$ cat src/rtl/game_turn_if.sv
// game_turn_if: bundle between the board/input datapath (master) and the
// turn controller (slave).
//   master drives : start, first_player, tick_en, move_valid, win_detect, new_game
//   slave drives  : state, active_player, move_ack, timeout_pulse, move_count,
//                   time_left, winner_valid, winner_id, scores
// Parameters must match those of the attached game_turn_ctrl.
interface game_turn_if #(
  parameter int NUM_PLAYERS = 2,
  parameter int CELLS       = 9,
  parameter int TURN_TICKS  = 15,
  parameter int SCORE_W     = 4
);
  localparam int PW = (NUM_PLAYERS > 1) ? $clog2(NUM_PLAYERS) : 1;
  localparam int CW = $clog2(CELLS + 1);
  localparam int TW = $clog2(TURN_TICKS + 1);

  logic                           start;
  logic [PW-1:0]                  first_player;
  logic                           tick_en;
  logic                           move_valid;
  logic                           win_detect;
  logic                           new_game;
  logic [2:0]                     state;
  logic [PW-1:0]                  active_player;
  logic                           move_ack;
  logic                           timeout_pulse;
  logic [CW-1:0]                  move_count;
  logic [TW-1:0]                  time_left;
  logic                           winner_valid;
  logic [PW-1:0]                  winner_id;
  logic [NUM_PLAYERS*SCORE_W-1:0] scores;

  modport master (
    output start, first_player, tick_en, move_valid, win_detect, new_game,
    input  state, active_player, move_ack, timeout_pulse, move_count,
           time_left, winner_valid, winner_id, scores
  );

  modport slave (
    input  start, first_player, tick_en, move_valid, win_detect, new_game,
    output state, active_player, move_ack, timeout_pulse, move_count,
           time_left, winner_valid, winner_id, scores
  );
endinterface

$ cat src/rtl/game_turn_ctrl.sv
// game_turn_ctrl: turn/round controller for N-player, C-cell board games.
// Rotates the active player, runs a per-turn tick countdown, counts moves,
// detects a full board, captures the winner and keeps saturating per-player
// scores across rounds (cleared only by reset).
// Ports:
//   clk  - system clock
//   rst  - asynchronous active-low reset
//   bus  - game_turn_if.slave (datapath inputs, registered status outputs)
module game_turn_ctrl #(
  parameter int NUM_PLAYERS = 2,
  parameter int CELLS       = 9,
  parameter int TURN_TICKS  = 15,
  parameter int SCORE_W     = 4
) (
  input  logic        clk,
  input  logic        rst,
  game_turn_if.slave  bus
);
  localparam int PW = (NUM_PLAYERS > 1) ? $clog2(NUM_PLAYERS) : 1;
  localparam int CW = $clog2(CELLS + 1);
  localparam int TW = $clog2(TURN_TICKS + 1);

  typedef enum logic [2:0] {
    S_IDLE  = 3'd0,
    S_PLAY  = 3'd1,
    S_CHECK = 3'd2,
    S_WIN   = 3'd3,
    S_DRAW  = 3'd4
  } state_t;

  state_t                                st_q, st_nxt;
  logic [PW-1:0]                         player_q, winner_q;
  logic [PW-1:0]                         first_cl, player_adv;
  logic [CW-1:0]                         count_q;
  logic [TW-1:0]                         time_q;
  logic                                  ack_q, tmo_q, wvld_q;
  logic [NUM_PLAYERS-1:0][SCORE_W-1:0]   score_q;
  logic                                  expire, full, win_now;

  // Out-of-range first_player selects player 0.
  assign first_cl   = (int'(bus.first_player) >= NUM_PLAYERS) ? '0 : bus.first_player;
  assign player_adv = (int'(player_q) == NUM_PLAYERS - 1) ? '0 : player_q + 1'b1;
  assign expire     = bus.tick_en && (time_q == TW'(1));
  assign full       = (count_q == CW'(CELLS));
  // A win is only ever taken from CHECK and never in the same cycle as an abort.
  assign win_now    = (st_q == S_CHECK) && bus.win_detect && !bus.new_game;

  always_ff @(posedge clk or negedge rst) begin
    if (!rst) st_q <= S_IDLE;
    else      st_q <= st_nxt;
  end

  always_comb begin
    st_nxt = st_q;
    if (bus.new_game) st_nxt = S_IDLE;
    else begin
      case (st_q)
        S_IDLE:  if (bus.start) st_nxt = S_PLAY;
        S_PLAY:  if (bus.move_valid) st_nxt = S_CHECK;
        S_CHECK: begin
          if (bus.win_detect) st_nxt = S_WIN;
          else if (full)      st_nxt = S_DRAW;
          else                st_nxt = S_PLAY;
        end
        S_WIN, S_DRAW: st_nxt = st_q;
        default: st_nxt = S_IDLE;
      endcase
    end
  end

  always_ff @(posedge clk or negedge rst) begin
    if (!rst) begin
      player_q <= '0;
      winner_q <= '0;
      count_q  <= '0;
      time_q   <= TW'(TURN_TICKS);
      ack_q    <= 1'b0;
      tmo_q    <= 1'b0;
      wvld_q   <= 1'b0;
    end else begin
      ack_q <= 1'b0;
      tmo_q <= 1'b0;
      if (bus.new_game) begin
        count_q <= '0;
        wvld_q  <= 1'b0;
        time_q  <= TW'(TURN_TICKS);
      end else begin
        case (st_q)
          S_IDLE: if (bus.start) begin
            player_q <= first_cl;
            time_q   <= TW'(TURN_TICKS);
            count_q  <= '0;
          end
          S_PLAY: begin
            // A move beats an expiring tick in the same cycle.
            if (bus.move_valid) begin
              count_q <= count_q + 1'b1;
              ack_q   <= 1'b1;
            end else if (expire) begin
              player_q <= player_adv;
              time_q   <= TW'(TURN_TICKS);
              tmo_q    <= 1'b1;
            end else if (bus.tick_en) begin
              time_q <= time_q - 1'b1;
            end
          end
          S_CHECK: begin
            if (bus.win_detect) begin
              wvld_q   <= 1'b1;
              winner_q <= player_q;
            end else if (!full) begin
              player_q <= player_adv;
              time_q   <= TW'(TURN_TICKS);
            end
          end
          default: ;
        endcase
      end
    end
  end

  // One saturating score counter per player.
  for (genvar p = 0; p < NUM_PLAYERS; p++) begin : g_score
    always_ff @(posedge clk or negedge rst) begin
      if (!rst) score_q[p] <= '0;
      else if (win_now && (int'(player_q) == p) && (score_q[p] != '1))
        score_q[p] <= score_q[p] + 1'b1;
    end
  end

  assign bus.state         = st_q;
  assign bus.active_player = player_q;
  assign bus.move_ack      = ack_q;
  assign bus.timeout_pulse = tmo_q;
  assign bus.move_count    = count_q;
  assign bus.time_left     = time_q;
  assign bus.winner_valid  = wvld_q;
  assign bus.winner_id     = winner_q;
  assign bus.scores        = score_q;
endmodule
$ cat src/flat_wrapper.sv
// flat-port wrapper written by rule: the top's interface ports become plain ports
module game_turn_ctrl_flat 
#(
  parameter int NUM_PLAYERS = 2,
  parameter int CELLS       = 9,
  parameter int TURN_TICKS  = 15,
  parameter int SCORE_W     = 4
)
  (clk, rst, bus_start, bus_first_player, bus_tick_en, bus_move_valid, bus_win_detect, bus_new_game, bus_state, bus_active_player, bus_move_ack, bus_timeout_pulse, bus_move_count, bus_time_left, bus_winner_valid, bus_winner_id, bus_scores);
  game_turn_if #(.NUM_PLAYERS(NUM_PLAYERS), .CELLS(CELLS), .TURN_TICKS(TURN_TICKS), .SCORE_W(SCORE_W)) bus_i ();
  input  logic clk;
  input  logic rst;
  input wire logic [$bits(bus_i.start)-1:0] bus_start;
  input wire logic [$bits(bus_i.first_player)-1:0] bus_first_player;
  input wire logic [$bits(bus_i.tick_en)-1:0] bus_tick_en;
  input wire logic [$bits(bus_i.move_valid)-1:0] bus_move_valid;
  input wire logic [$bits(bus_i.win_detect)-1:0] bus_win_detect;
  input wire logic [$bits(bus_i.new_game)-1:0] bus_new_game;
  output wire logic [$bits(bus_i.state)-1:0] bus_state;
  output wire logic [$bits(bus_i.active_player)-1:0] bus_active_player;
  output wire logic [$bits(bus_i.move_ack)-1:0] bus_move_ack;
  output wire logic [$bits(bus_i.timeout_pulse)-1:0] bus_timeout_pulse;
  output wire logic [$bits(bus_i.move_count)-1:0] bus_move_count;
  output wire logic [$bits(bus_i.time_left)-1:0] bus_time_left;
  output wire logic [$bits(bus_i.winner_valid)-1:0] bus_winner_valid;
  output wire logic [$bits(bus_i.winner_id)-1:0] bus_winner_id;
  output wire logic [$bits(bus_i.scores)-1:0] bus_scores;
  assign bus_i.start = bus_start;
  assign bus_i.first_player = bus_first_player;
  assign bus_i.tick_en = bus_tick_en;
  assign bus_i.move_valid = bus_move_valid;
  assign bus_i.win_detect = bus_win_detect;
  assign bus_i.new_game = bus_new_game;
  assign bus_state = bus_i.state;
  assign bus_active_player = bus_i.active_player;
  assign bus_move_ack = bus_i.move_ack;
  assign bus_timeout_pulse = bus_i.timeout_pulse;
  assign bus_move_count = bus_i.move_count;
  assign bus_time_left = bus_i.time_left;
  assign bus_winner_valid = bus_i.winner_valid;
  assign bus_winner_id = bus_i.winner_id;
  assign bus_scores = bus_i.scores;
  game_turn_ctrl #(.NUM_PLAYERS(NUM_PLAYERS), .CELLS(CELLS), .TURN_TICKS(TURN_TICKS), .SCORE_W(SCORE_W)) u_core (.clk(clk), .rst(rst), .bus(bus_i));
endmodule
$ cat config.mk
export PLATFORM = sky130hd
export DESIGN_NAME = game_turn_ctrl_flat
export DESIGN_NICKNAME = d
export VERILOG_FILES = /design/src/rtl/game_turn_if.sv /design/src/rtl/game_turn_ctrl.sv /design/src/flat_wrapper.sv
export SDC_FILE = /design/constraint.sdc
export NUM_CORES = 1
export LEC_CHECK = 0
export BUFFER_PORTS_ARGS = -buffer_cell sky130_fd_sc_hd__buf_2
export CAP_MARGIN = 0
export CORE_ASPECT_RATIO = 0.8
export CORE_UTILIZATION = 40
export CTS_BUF_LIST = sky130_fd_sc_hd__clkbuf_8
export CTS_CLUSTER_SIZE = 12
export DETAILED_ROUTE_END_ITERATION = 16
export GPL_ROUTABILITY_DRIVEN = 0
export PLACE_DENSITY = 0.65
export SETUP_SLACK_MARGIN = 0.1
export SYNTH_ARGS = -nofsm -noshare
export SYNTH_HDL_FRONTEND = slang
export SYNTH_SLANG_ARGS = --single-unit
$ cat constraint.sdc
create_clock -name clk -period 4.67 [get_ports clk]
set_input_delay 0.934 -clock clk [delete_from_list [all_inputs] [get_ports clk]]
set_output_delay 0.934 -clock clk [all_outputs]
set_load 0.05 [all_outputs]
==> summary.txt <==
Critical path
  – Worst endpoint required time: 3.74 ns
  – Biggest fanout along the worst timing path: 15
  – Critical path's slowest cell: sky130_fd_sc_hd__dfrtp_1
  – Crit. Startpoint: u_core.bus.state[1]
  – Destination of the critical timing path: bus_state[1]
  – Largest stage delay on the critical path: 0.64 ns
  – Crit Path Class: reg -> out
  – Number of cells traversed by the worst register-to-register path: 6
  – Endpoint type of the worst setup path: output pin
  – Cell family with the largest share of critical-path delay: flip-flops
  – Startpoint kind of the worst setup timing path: flip-flop
  – Endpoint of the worst-slack reg-to-reg timing path: u_core.bus.time_left[0]
  – Worst r2r src: u_core.bus.move_count[1]
  – Slack of the worst reg-to-reg path: 2.87 ns
  – Number of buffers and inverters on the critical path: 1
  – Cell depth of the worst setup path: 1
  – Crit-path cells: buf_2
  – Arrival time of the worst setup path: 1.27 ns

Route
  – Routed WL per cell: 14.0 um
  – Routed vias: 1049
  – Number of remaining DRC errors: 0
  – Vias per cell: 5.25
  – Detailed-router iteration count before antenna repair: 4
  – Wire length after detailed routing: 2810 um
  – Remaining antenna violation count after routing: 0
  – DRC violation total after the first TritonRoute iteration: 72

Timing
  – Number of hold violations in the final report: 0
  – Max-slew violation total from the final report: 0
  – Setup repair after global routing missed its margin: false
  – Post-Route Hold Slack: 0.492 ns
  – FMAX: 454 MHz
  – Min cycle time layout: 2.20 ns
  – Worst rel slew slack: 53.2%
  – Final setup skew: 0.00460 ns
  – Setup-violating endpoint count in the final report: 0
  – Setup TNS: 0 ns
  – Final worst-path cycle share: 47.1%
  – Transition time at the pin with the least slew margin: 0.695 ns

Global route
  – Global routing usage on met1: 24.8%
  – Met3 global-route usage: 5.21%
  – Vias in the first global route: 946
  – Initial antenna violation count: 0
  – Global-route wire length before repair: 4710 um
  – Met2 demand-to-capacity share in global routing: 27.1%
  – Most utilized layer in the global route result: met2
  – Final global-route overflow total: 0
  – Total routing resource utilization after global routing: 17.8%
  – Largest net degree at the start of global routing: 25

Floorplan
  – Die Area: 0.00367 mm^2
  – Number of placement rows: 18
  – Die width: 67.5 um
  – Core area: 0.00318 mm^2
  – Initial core utilization: 43.2%
  – Height of the chip: 54.4 um
  – Num ports: 32

Synthesis
  – Syn nets: 144
  – Share of synthesized area occupied by flip-flops and latches: 44.1%
  – Flop and latch count out of synthesis: 24
  – Warning count from the yosys run: 0
  – EDFF count, synth: 0
  – Count of cell types in the netlist: 40
  – Post-synthesis instance total: 130
  – Cell area after synthesis: 0.00137 mm^2
  – Synthesized area divided by synthesized cell count: 10.6 um^2
  – Synth Flop Type: sky130_fd_sc_hd__dfrtp_1
  – Share of async-settable or async-resettable flops after synthesis: 100%

Clock tree
  – CTS Root Cell: sky130_fd_sc_hd__clkbuf_8
  – Clock tree from TritonCTS: yes
  – Number of sinks on the clock net: 24
  – Count of H-tree levels built during CTS: 1
  – Total of cells resized after clock tree synthesis: 0
  – Post-CTS repair timing setup buffer count: 0
  – Number of buffers inserted for hold repair after clock tree synthesis: 0
  – Maximum root-to-sink buffer count: 2
  – Number of CTS-inserted buffers: 3
  – Clock-pin slew on the worst setup and hold paths: 0.09 ns
  – Clock latency on the worst-skew pair: 0.27 ns

Pwr
  – Total Power: 739 uW
  – Leakage: 0.800 nW
  – Max VDD drop: 0.176 mV
  – Pwr dens: 462 mW/mm^2

Place
  – Sum of net half-perimeters after detailed placement: 2060 um
  – Number of cells in the design after placement: 196
  – IO buf count: 31

Min path
  – Worst hold path depth: 1
  – Hold crit path type: reg -> reg

Outcome
  – Outcome: complete, no violations

Finish
  – Final Util: 50.4%
  – Fraction of final layout cells with drive strength greater than 1: 31.3%
  – Final nets: 175
  – Number of standard cells in the layout, taps in and fillers out: 200
  – Layout overhead on the synthesized area: 16.6%
  – Diode count: 0

Flow run
  – Max-cap violations: 0
==> routing by layer <==
metal | part of all wire [%] | wire length, um
met5 | 0 | 0
met4 | 0.75 | 21
met3 | 5.6 | 157
met2 | 44 | 1240
met1 | 50 | 1400
==> stage by stage <==
step / setup WS (ns) / cell area, um^2
floorplan: 2.56 / 1370
global placement: 2.40 / 1550
detailed placement: 2.29 / 1550
CTS: 2.48 / 1600
global route: 2.38 / 1600
finish: 2.47 / 1600
==> area by class of cell <==
cell class / instances / area (um^2)
tap: 40 / 50.0
sequential: 24 / 606
clock buffer: 4 / 55.1
multi-input combinational: 94 / 708
inverter: 7 / 26.3
fill: 286 / 1580
timing repair buffer: 31 / 155
==> worst min path at each step <==
stage / start / to / slack [ns]
6_report: u_core.bus.scores[7] / u_core.bus.scores[7] / 0.49
4_1_cts: u_core.bus.scores[7] / u_core.bus.scores[7] / 0.49
3_3_place_gp: u_core.bus.scores[3] / u_core.bus.scores[3] / 0.47
5_1_grt: u_core.bus.scores[3] / u_core.bus.scores[3] / 0.52
3_5_place_dp: u_core.bus.scores[7] / u_core.bus.scores[7] / 0.48
2_1_floorplan: u_core.bus.time_left[1] / u_core.bus.time_left[1] / 0.63
==> flip-flops by register name, summed over array words and instances, names as in the netlist <==
signal and flops:
u_core.bus.winner_id 1, u_core.bus.scores 8, u_core.bus.time_left 4, u_core.bus.move_ack 1, u_core.bus.timeout_pulse 1, u_core.bus.state 3
u_core.bus.move_count 4, u_core.bus.active_player 1, u_core.bus.winner_valid 1
==> power breakdown <==
part	switching, mW	internal [mW]	leakage, nW
clock	0.0665	0.0753	0.0288
sequential	0.0546	0.244	0.310
combinational	0.205	0.0935	0.461
total	0.326	0.413	0.800
==> kinds of logic after synthesis <==
kind of cell | Yosys count | share of synthesized area, %
multiplexers | 9 | 7.02
flip-flops | 24 | 44.1
AO/OA/AOI/OAI | 21 | 9.39
buffers and inverters | 12 | 4.28
XOR/XNOR | 7 | 4.47
AND/OR/NAND/NOR | 51 | 25.3
adder cells (fa/ha/maj) | 6 | 5.47
==> synthesized netlist by cell type, types with 2 or more instances <==
cell | n | share of area (%)
sky130_fd_sc_hd__a21oi_1 | 6 | 2.2
sky130_fd_sc_hd__a31o_1 | 2 | 1.3
sky130_fd_sc_hd__and3_1 | 3 | 1.4
sky130_fd_sc_hd__and3b_1 | 2 | 1.3
sky130_fd_sc_hd__buf_2 | 2 | 0.73
sky130_fd_sc_hd__dfrtp_1 | 20 | 36
sky130_fd_sc_hd__dfstp_2 | 4 | 7.7
sky130_fd_sc_hd__ha_1 | 6 | 5.5
sky130_fd_sc_hd__inv_1 | 7 | 1.9
sky130_fd_sc_hd__mux2_2 | 5 | 4.1
sky130_fd_sc_hd__mux2i_1 | 4 | 2.9
sky130_fd_sc_hd__nand2_1 | 6 | 1.6
sky130_fd_sc_hd__nand2b_1 | 5 | 2.3
sky130_fd_sc_hd__nand3_1 | 3 | 1.1
sky130_fd_sc_hd__nand4_1 | 2 | 0.91
sky130_fd_sc_hd__nor2_1 | 12 | 3.3
sky130_fd_sc_hd__nor3_1 | 5 | 1.8
sky130_fd_sc_hd__nor4b_1 | 2 | 1.3
sky130_fd_sc_hd__o21ai_0 | 6 | 2.2
sky130_fd_sc_hd__o21bai_1 | 3 | 1.6
sky130_fd_sc_hd__xnor2_1 | 3 | 1.9
sky130_fd_sc_hd__xor2_1 | 4 | 2.6
==> cell usage in the layout, fill, tap and decap left out, types with 6 or more instances in the layout <==
cell | Yosys | final
sky130_fd_sc_hd__ha_1 | 6 | 6
sky130_fd_sc_hd__o21ai_0 | 6 | 6
sky130_fd_sc_hd__dfrtp_1 | 20 | 20
sky130_fd_sc_hd__nor2_1 | 12 | 12
sky130_fd_sc_hd__inv_1 | 7 | 7
sky130_fd_sc_hd__nand2_1 | 6 | 6
sky130_fd_sc_hd__buf_2 | 2 | 31
sky130_fd_sc_hd__a21oi_1 | 6 | 6
Note: power is estimated with default switching activity, not from simulation.
